--- config.mk ---
export PLATFORM = sky130hd
export DESIGN_NAME = vga_stream_driver
export DESIGN_NICKNAME = d
export VERILOG_FILES = /design/src/rtl/vga_stream_driver.sv
export SDC_FILE = /design/constraint.sdc
export NUM_CORES = 1
export LEC_CHECK = 0
export ABC_AREA = 1
export BUFFER_PORTS_ARGS = -buffer_cell sky130_fd_sc_hd__buf_2
export CAP_MARGIN = 20
export CORE_MARGIN = 8
export CORE_UTILIZATION = 52
export CTS_CLUSTER_DIAMETER = 60
export DETAILED_ROUTE_END_ITERATION = 12
export HOLD_SLACK_MARGIN = 0.05
export PLACE_DENSITY_LB_ADDON = 0.3
export SLEW_MARGIN = 20
export SYNTH_ARGS = -nofsm -noshare
export SYNTH_HDL_FRONTEND = slang
export SYNTH_SLANG_ARGS = --single-unit
--- constraint.sdc ---
create_clock -name clk_pix -period 3.7 [get_ports clk_pix]
set_input_delay 0.185 -clock clk_pix [delete_from_list [all_inputs] [get_ports clk_pix]]
set_output_delay 0.185 -clock clk_pix [all_outputs]
set_load 0.01 [all_outputs]
--- src/rtl/vga_stream_driver.sv ---
// Parametrised VGA timing generator with a stream-fed pixel FIFO and built-in test patterns; all outputs except pix_ready are registered, 1 cycle after (hc,vc).
// Backpressure: pix_ready drops when the FIFO is full or resync is high; pixels are popped only at active positions in stream mode.
module vga_stream_driver #(
  parameter int H_ACTIVE   = 640,
  parameter int H_FP       = 16,
  parameter int H_SYNC     = 96,
  parameter int H_BP       = 48,
  parameter int V_ACTIVE   = 480,
  parameter int V_FP       = 10,
  parameter int V_SYNC     = 2,
  parameter int V_BP       = 33,
  parameter bit HS_POL     = 1'b0,
  parameter bit VS_POL     = 1'b0,
  parameter int COLOR_BITS = 2,
  parameter int FIFO_DEPTH = 16,
  parameter int CW         = 10
) (
  input  logic                    clk_pix,
  input  logic                    rst_pix,
  input  logic [3*COLOR_BITS-1:0] pix_data,
  input  logic                    pix_valid,
  output logic                    pix_ready,
  input  logic [1:0]              mode,
  input  logic                    resync,
  input  logic                    underflow_clr,
  output logic [COLOR_BITS-1:0]   vga_r,
  output logic [COLOR_BITS-1:0]   vga_g,
  output logic [COLOR_BITS-1:0]   vga_b,
  output logic                    hsync,
  output logic                    vsync,
  output logic                    de,
  output logic [CW-1:0]           sx,
  output logic [CW-1:0]           sy,
  output logic                    frame_start,
  output logic                    underflow
);

  typedef struct packed {
    logic [COLOR_BITS-1:0] r;
    logic [COLOR_BITS-1:0] g;
    logic [COLOR_BITS-1:0] b;
  } rgb_t;

  localparam int H_TOTAL = H_ACTIVE + H_FP + H_SYNC + H_BP;
  localparam int V_TOTAL = V_ACTIVE + V_FP + V_SYNC + V_BP;
  localparam int BAR_W   = H_ACTIVE / 8;
  localparam int PW      = 3 * COLOR_BITS;
  localparam int AW      = $clog2(FIFO_DEPTH);

  localparam logic [CW-1:0] H_LAST = CW'(H_TOTAL - 1);
  localparam logic [CW-1:0] V_LAST = CW'(V_TOTAL - 1);
  localparam logic [CW-1:0] H_ACT  = CW'(H_ACTIVE);
  localparam logic [CW-1:0] V_ACT  = CW'(V_ACTIVE);
  localparam logic [CW-1:0] HS_BEG = CW'(H_ACTIVE + H_FP);
  localparam logic [CW-1:0] HS_END = CW'(H_ACTIVE + H_FP + H_SYNC);
  localparam logic [CW-1:0] VS_BEG = CW'(V_ACTIVE + V_FP);
  localparam logic [CW-1:0] VS_END = CW'(V_ACTIVE + V_FP + V_SYNC);

  logic [CW-1:0] hc, vc;
  logic          act, hs_on, vs_on;
  logic [2:0]    bar;
  rgb_t          pix_nxt, fifo_dat;

  logic [PW-1:0] fifo_mem [FIFO_DEPTH];
  logic [AW:0]   wr_ptr, rd_ptr;
  logic          fifo_vld, fifo_full, push, pop, underflow_set;

  always_ff @(posedge clk_pix) begin
    if (rst_pix || resync) begin
      hc <= '0;
      vc <= '0;
    end else if (hc == H_LAST) begin
      hc <= '0;
      vc <= (vc == V_LAST) ? '0 : vc + 1'b1;
    end else begin
      hc <= hc + 1'b1;
    end
  end

  assign act   = (hc < H_ACT) && (vc < V_ACT);
  assign hs_on = (hc >= HS_BEG) && (hc < HS_END);
  assign vs_on = (vc >= VS_BEG) && (vc < VS_END);

  // Full when pointers alias with opposite wrap bits; resync blocks pushes so the flush cycle drops them.
  assign fifo_vld  = (wr_ptr != rd_ptr);
  assign fifo_full = (wr_ptr[AW] != rd_ptr[AW]) && (wr_ptr[AW-1:0] == rd_ptr[AW-1:0]);
  assign pix_ready = !fifo_full && !resync;
  assign push      = pix_valid && pix_ready;
  assign pop       = (mode == 2'b00) && act && fifo_vld;
  assign fifo_dat  = fifo_mem[rd_ptr[AW-1:0]];

  assign underflow_set = (mode == 2'b00) && act && !fifo_vld;

  always_ff @(posedge clk_pix) begin
    if (push) fifo_mem[wr_ptr[AW-1:0]] <= pix_data;
  end

  always_ff @(posedge clk_pix) begin
    if (rst_pix || resync) begin
      wr_ptr <= '0;
      rd_ptr <= '0;
    end else begin
      if (push) wr_ptr <= wr_ptr + 1'b1;
      if (pop)  rd_ptr <= rd_ptr + 1'b1;
    end
  end

  // Bar index by threshold count avoids a divider when H_ACTIVE/8 is not a power of two.
  always_comb begin
    bar = '0;
    for (int k = 1; k < 8; k++) begin
      if (hc >= CW'(k * BAR_W)) bar = bar + 3'd1;
    end
  end

  always_comb begin
    pix_nxt = '0;
    if (act) begin
      case (mode)
        2'b00: if (fifo_vld) pix_nxt = fifo_dat;
        2'b01: begin
          pix_nxt.r = {COLOR_BITS{bar[2]}};
          pix_nxt.g = {COLOR_BITS{bar[1]}};
          pix_nxt.b = {COLOR_BITS{bar[0]}};
        end
        2'b10: if (hc[3:0] == 4'd0 || vc[3:0] == 4'd0) pix_nxt = '1;
        default: pix_nxt = '0;
      endcase
    end
  end

  always_ff @(posedge clk_pix) begin
    if (rst_pix) begin
      sx          <= '0;
      sy          <= '0;
      de          <= 1'b0;
      frame_start <= 1'b0;
      hsync       <= ~HS_POL;
      vsync       <= ~VS_POL;
      vga_r       <= '0;
      vga_g       <= '0;
      vga_b       <= '0;
      underflow   <= 1'b0;
    end else begin
      sx          <= hc;
      sy          <= vc;
      de          <= act;
      frame_start <= (hc == '0) && (vc == '0);
      hsync       <= hs_on ? HS_POL : ~HS_POL;
      vsync       <= vs_on ? VS_POL : ~VS_POL;
      vga_r       <= pix_nxt.r;
      vga_g       <= pix_nxt.g;
      vga_b       <= pix_nxt.b;
      if (underflow_set)      underflow <= 1'b1;
      else if (underflow_clr) underflow <= 1'b0;
    end
  end

endmodule

# After elaboration in Yosys (flattened, before gate mapping)
# Memories as Yosys holds them, arrays and structs flattened. A register that Yosys moved wholly into a read port is not among the register bits.
# Index checks and enable logic that the tools add are counted.
[totals] ff_bits=61 wordCells=88 input_bits=13 ram_bits=96 n_memories=1 output_inout_bits=32
[classes] reduce_logical=23 mux=19 addsub=10 n_eq_ne=7 order_cmp=13 bitwise=1
[memory_table] memory="fifo_mem" words=16 word_bits=6 read_ports=1 rd_ports_with_merged_regs=1 write_ports=1 line="64" rtl="logic [PW-1:0] fifo_mem [FIFO_DEPTH];"
[ops] cell="$ge A10 B9 Y1 const B" count=4
[ops] cell="$add A10 B1 Y10 const B" count=2
[ops] cell="$eq A10 B10 Y1 const B" count=2
[ops] cell="$ge A10 B10 Y1 const B" count=2
[ops] cell="$ge A10 B8 Y1 const B" count=2
[ops] cell="$logic_not A10 Y1" count=2
[ops] cell="$lt A10 B10 Y1 const B" count=2
[ops] cell="$lt A10 B9 Y1 const B" count=2
[ops] cell="$add A3 B1 Y3 const B" count=6
[ops] cell="$mux W3" count=6
[ops] cell="$pmux W6 S3" count=1
[ops] cell="$mux W6" count=2
[ops] cell="$add A5 B1 Y5 const B" count=2
[ops] cell="$ge A10 B7 Y1 const B" count=1
[ops] cell="$logic_and A1 B1 Y1" count=10
[ops] cell="$mux W10" count=1
[ops] cell="$logic_not A4 Y1" count=2
[ops] cell="$mux W4" count=2
[ops] cell="$mux W1" count=7
[ops] cell="$ne A5 B5 Y1" count=1
[ops] cell="$eq A4 B4 Y1" count=1
[ops] cell="$reduce_or A2 Y1" count=2
[ops] cell="$logic_not A1 Y1" count=3
[ops] cell="$eq A2 B1 Y1 const B" count=1
[ops] cell="other kinds (6)" count=7

# Depth between registers and ports, before layout
[logic_depth] depth_word=15 ltp_mapped=33 mapped_depth_nobuf=32

# Worst setup path after synthesis
# OpenSTA, ideal clock, no wires.
[synth_path] kind="reg2reg" from="register hc[9]" to="register vga_r[0]" path_slack_ns=0.081 arrival_ns=3.509 required_ns=3.591 path_buffers=1 setup_time_ns=0.109 synth_period_minus_slack_ns=3.619 path_stages_with_launch=33 cell_sequence="dfxtp_1 buf_4 nor2_4 inv_2 nor2_1 o21ai_0 ha_1 inv_1 nand3_1 nand2_2 inv_1 ha_1 nand3b_1 nand2_1 inv_1 ha_1 nand2_1 o21ai_1 inv_1 nand2_1 nand3_1 nand2_1 ha_1 nand3_1 xnor2_1 nand2_1 nand2_1 inv_1 nand3_1 nand3_1 nand3_1 nand2_1 inv_1"
[synth_via] elab_chain_len=15 elab_cells_between_ends=25 cone_classes="add/sub: 6; order compare: 8; mux: 8; bitwise: 1; reduce/logical: 2"
[synth_lines] element="start: declaration" line="59" rtl="logic [CW-1:0] hc, vc;"
[synth_lines] element="start signal: assignment" line="76" rtl="hc <= hc + 1'b1;"
[synth_lines] element="$ge A10 B7 Y1" line="112" rtl="if (hc >= CW'(k * BAR_W)) bar = bar + 3'd1;"
[synth_lines] element="$mux W1" line="112"
[synth_lines] element="$add A3 B1 Y3" line="112"
[synth_lines] element="$mux W3" line="112"
[synth_lines] element="$add A3 B1 Y3" line="112"
[synth_lines] element="$mux W3" line="112"
[synth_lines] element="$add A3 B1 Y3" line="112"
[synth_lines] element="$mux W3" line="112"
[synth_lines] element="$add A3 B1 Y3" line="112"
[synth_lines] element="$mux W3" line="112"
[synth_lines] element="$add A3 B1 Y3" line="112"
[synth_lines] element="$mux W3" line="112"
[synth_lines] element="$add A3 B1 Y3" line="112"
[synth_lines] element="$mux W3" line="112"
[synth_lines] element="$pmux W6 S3" line="119" rtl="case (mode)"
[synth_lines] element="end signal: assignment" line="151" rtl="vga_r <= pix_nxt.r;"
[synth_lines] element="end: declaration" line="26" rtl="output logic [COLOR_BITS-1:0] vga_r,"
# Several ways; a longest one is shown, not always the timed one.
# A chain may end at the register's enable or synchronous reset.

# Worst setup path after layout
[layout_path] from="register hc[8]" to="register vga_r[0]"
# Same word-level chain as after synthesis.

==> impl_metrics.yaml <==
outcome:
  status: "finished clean"
setup_path:
  slowest_stage: "dfxtp_2"
  crit_fanout: 3
  crit_top_cell: "nand2_1"
  rr_startpoint: "hc[8]"
  cp.required_ns: 4.06
  regToRegSetupSlack_ns: 0.08
  path_buf_inv: 7
  crit_start: "hc[8]"
  cp_data_arrival_time_ns: 3.98
  start_kind: "flop"
  critical_path.max_stage_delay_ns: 0.33
  r2r_cells: 31
  crit_family: "simple AND/OR/NAND/NOR gates"
  reg2reg_to: "vga_r[0]"
  worst-setup-path-type: "flop to flop"
  critPathCaptureType: "flop"
route:
  finalWirelength_microns: 15400
  first_pass_iters: 5
  ant_nets: 0
  drt_iter0_drc: 439
  vias: 5216
  drc_errors: 0
  viasPerCell: 5.38
  wire_per_inst_microns: 15.9
floorplanning:
  num_rows: 42
  die_x_microns: 133
  initial_core_util_pct: 53.3
  die_area_sq_mm: 0.0176
  io_pins: 45
  fp.coreArea_sq_mm: 0.0132
  die_height_microns: 133
finish:
  diodes: 0
  postLayoutCellArea_sq_mm: 0.00822
  syn_to_final_growth_pct: 16.4
  layout_commonest_cell: "inv_1"
  drive_gt1_share_pct: 18.1
  nets: 808
  final_cell_mix: "inv_1, edfxtp_1, nand2_1, nor2_1, o21ai_0"
min_path:
  min_from: "resync"
  hold_depth: 4
  worstHoldEndpoint: "wr_ptr[0]"
  min_path_type: "input port to flop"
global_routing:
  grt_pass1_vias: 5128
  grt_pass1_wl_microns: 24700
  grt_max_degree: 44
  overflow: 0
  antenna_found_initial: 0
  grt_use_total_pct: 17.6
yosys:
  synth_fp_nets: 745
  yosysWarnings: 0
  syn_area_sq_mm: 0.00706
  synth_cells: 718
  avgSynthCellArea_sq_um: 9.84
  ys_seq_elements: 161
  seq_area_frac_synth_pct: 59.2
  yosysUniqueCellTypes: 43
run:
  maxCapViolCount: 0
clock_tree:
  cts_tree: "built"
  insertion_delay_ns: 0.42
  cts-htree-levels: 4
  cts_sinks: 161
  root_buffer: "clkbuf_16"
  clk_pin_slew_worst_paths_ns: 0.06
  cts_buffers: 17
  clock_path_buffers: 2
placement:
  port_buffers: 44
  place_hpwl_microns: 10600
  gp_congestion: 0.847
  place_area_sq_mm: 0.00751
  place_ws_ns: -0.0661
power:
  peakVddDrop_uv: 450
  p_leak_uw: 0.00339
  power.density_mw_per_mm2: 448
sta:
  fin_skew_ns: 0.00840
  tightest_slew_ns: 0.862
  hold_viol: 0
  post-route-period-util_pct: 97.9
  slew_headroom_pct: 42.5
  final_max_slew_viol_count: 0
  fmax_ghz: 0.276
  finalSetupTns_ns: 0
  grt_setup_unrepaired: "yes"
  period_needed_ns: 3.62
  final-setup-viol-count: 0
  timing.final.ws_setup_ns: 0.0777
[worst reg2reg max path: cells and delay by family (launching register included)]
family                   cells  cell delay [ns]
AND/OR/NAND/NOR             17             1.53
XOR/XNOR                     1             0.17
buffers and inverters        7             0.41
adder cells (fa/ha/maj)      4             1.01
AO/OA/AOI/OAI                2             0.14
flip-flops                   1             0.33
[where the power goes]
part           switching (uW)  total [uW]  leakage (uW)  internal [uW]
clock network             685        1660      0.000287            977
registers                6.27        1920       0.00139           1910
logic                    74.8         105       0.00171           30.2
total                     766        3680       0.00339           2920
[cell type report]
type / instances / area (sq um)
clock buffers: 22 / 507
clock inverters: 10 / 75.1
fillers: 1070 / 5020
inverters: 107 / 402
multi-input cells: 428 / 2440
flip-flops and latches: 161 / 4190
well taps: 176 / 220
repair buffers: 66 / 388
[timing repair]
item,CTS,global route
resized for setup,4,16
endpoints found under the setup margin,2,3
hold buffers,1,0
hold endpoints to repair,1,0
setup buffers,5,1
pin swaps,2,18
[cells in the mapped netlist (all sizes together)]
library cell | count | area share (%)
clkinv | 1 | 0.053
o32ai | 1 | 0.12
ha | 14 | 2.5
o221ai | 2 | 0.25
xor2 | 14 | 1.8
nand4 | 5 | 0.44
a21oi | 41 | 2.9
nor3 | 11 | 0.78
nand3 | 51 | 3.9
o21a | 1 | 0.11
nor2 | 84 | 4.9
inv | 106 | 5.6
o22ai | 3 | 0.27
xnor2 | 2 | 0.25
and2 | 1 | 0.089
edfxtp | 96 | 41
a2111oi | 1 | 0.21
clkbuf | 10 | 0.53
o21ai | 66 | 4.7
buf | 12 | 0.97
a211oi | 2 | 0.28
o211ai | 7 | 0.74
nand3b | 1 | 0.11
dfxtp | 65 | 18
nor3b | 2 | 0.21
nand2 | 93 | 5.3
nor4 | 6 | 0.83
mux2i | 20 | 2.8
[stage by stage]
stage	power [uW]	cells	util [%]	hold slack, ns
6_report	3680	970	62.1	0.122
2_1_floorplan	2010	718	-	0.284
3_5_place_dp	2060	931	56.7	0.444
4_1_cts	3710	969	61.5	0.110
5_1_grt	3800	970	62.1	0.128
3_3_place_gp	2050	931	56.7	0.440
[worst max path at each step]
stage / to / slack, ns / depth (start not counted)
finish: vga_r[0] / 0.08 / 31
global route: vga_r[1] / -0.1 / 31
CTS: vga_r[1] / 0.003 / 32
detailed placement: vga_r[1] / -0.07 / 31
global placement: vga_r[0] / 0.1 / 31
floorplan: vga_r[0] / 0.08 / 32
[state kept, by name (all words and copies together), names as in the netlist, 5 cells and up, named ones only]
signal and flops:
sx 10, sy 10, rd_ptr 5, fifo_mem 96
vc 10, hc 10, wr_ptr 5
[logic make-up (layout without fill, tap and decap cells)]
| logic type | after synthesis | count (layout) | share of synthesized area (%) |
|---|---|---|---|
| adders and majority gates | 14 | 14 | 2.48 |
| AOI/OAI and AO/OA | 124 | 124 | 9.62 |
| DFF | 161 | 161 | 59.2 |
| and+or+nand+nor | 254 | 254 | 16.5 |
| xor gates and xnor gates | 16 | 16 | 2.09 |
| buffers and inverters | 129 | 205 | 7.19 |
| muxes | 20 | 20 | 2.83 |
[layer usage]
metal / GRT usage, % / wire [microns]
met1: 20.3 / 6510
met2: 30.0 / 7710
met3: 5.37 / 939
met4: 6.56 / 235
met5: 0 / 0
No activity file was read; power rests on OpenSTA's default activity.
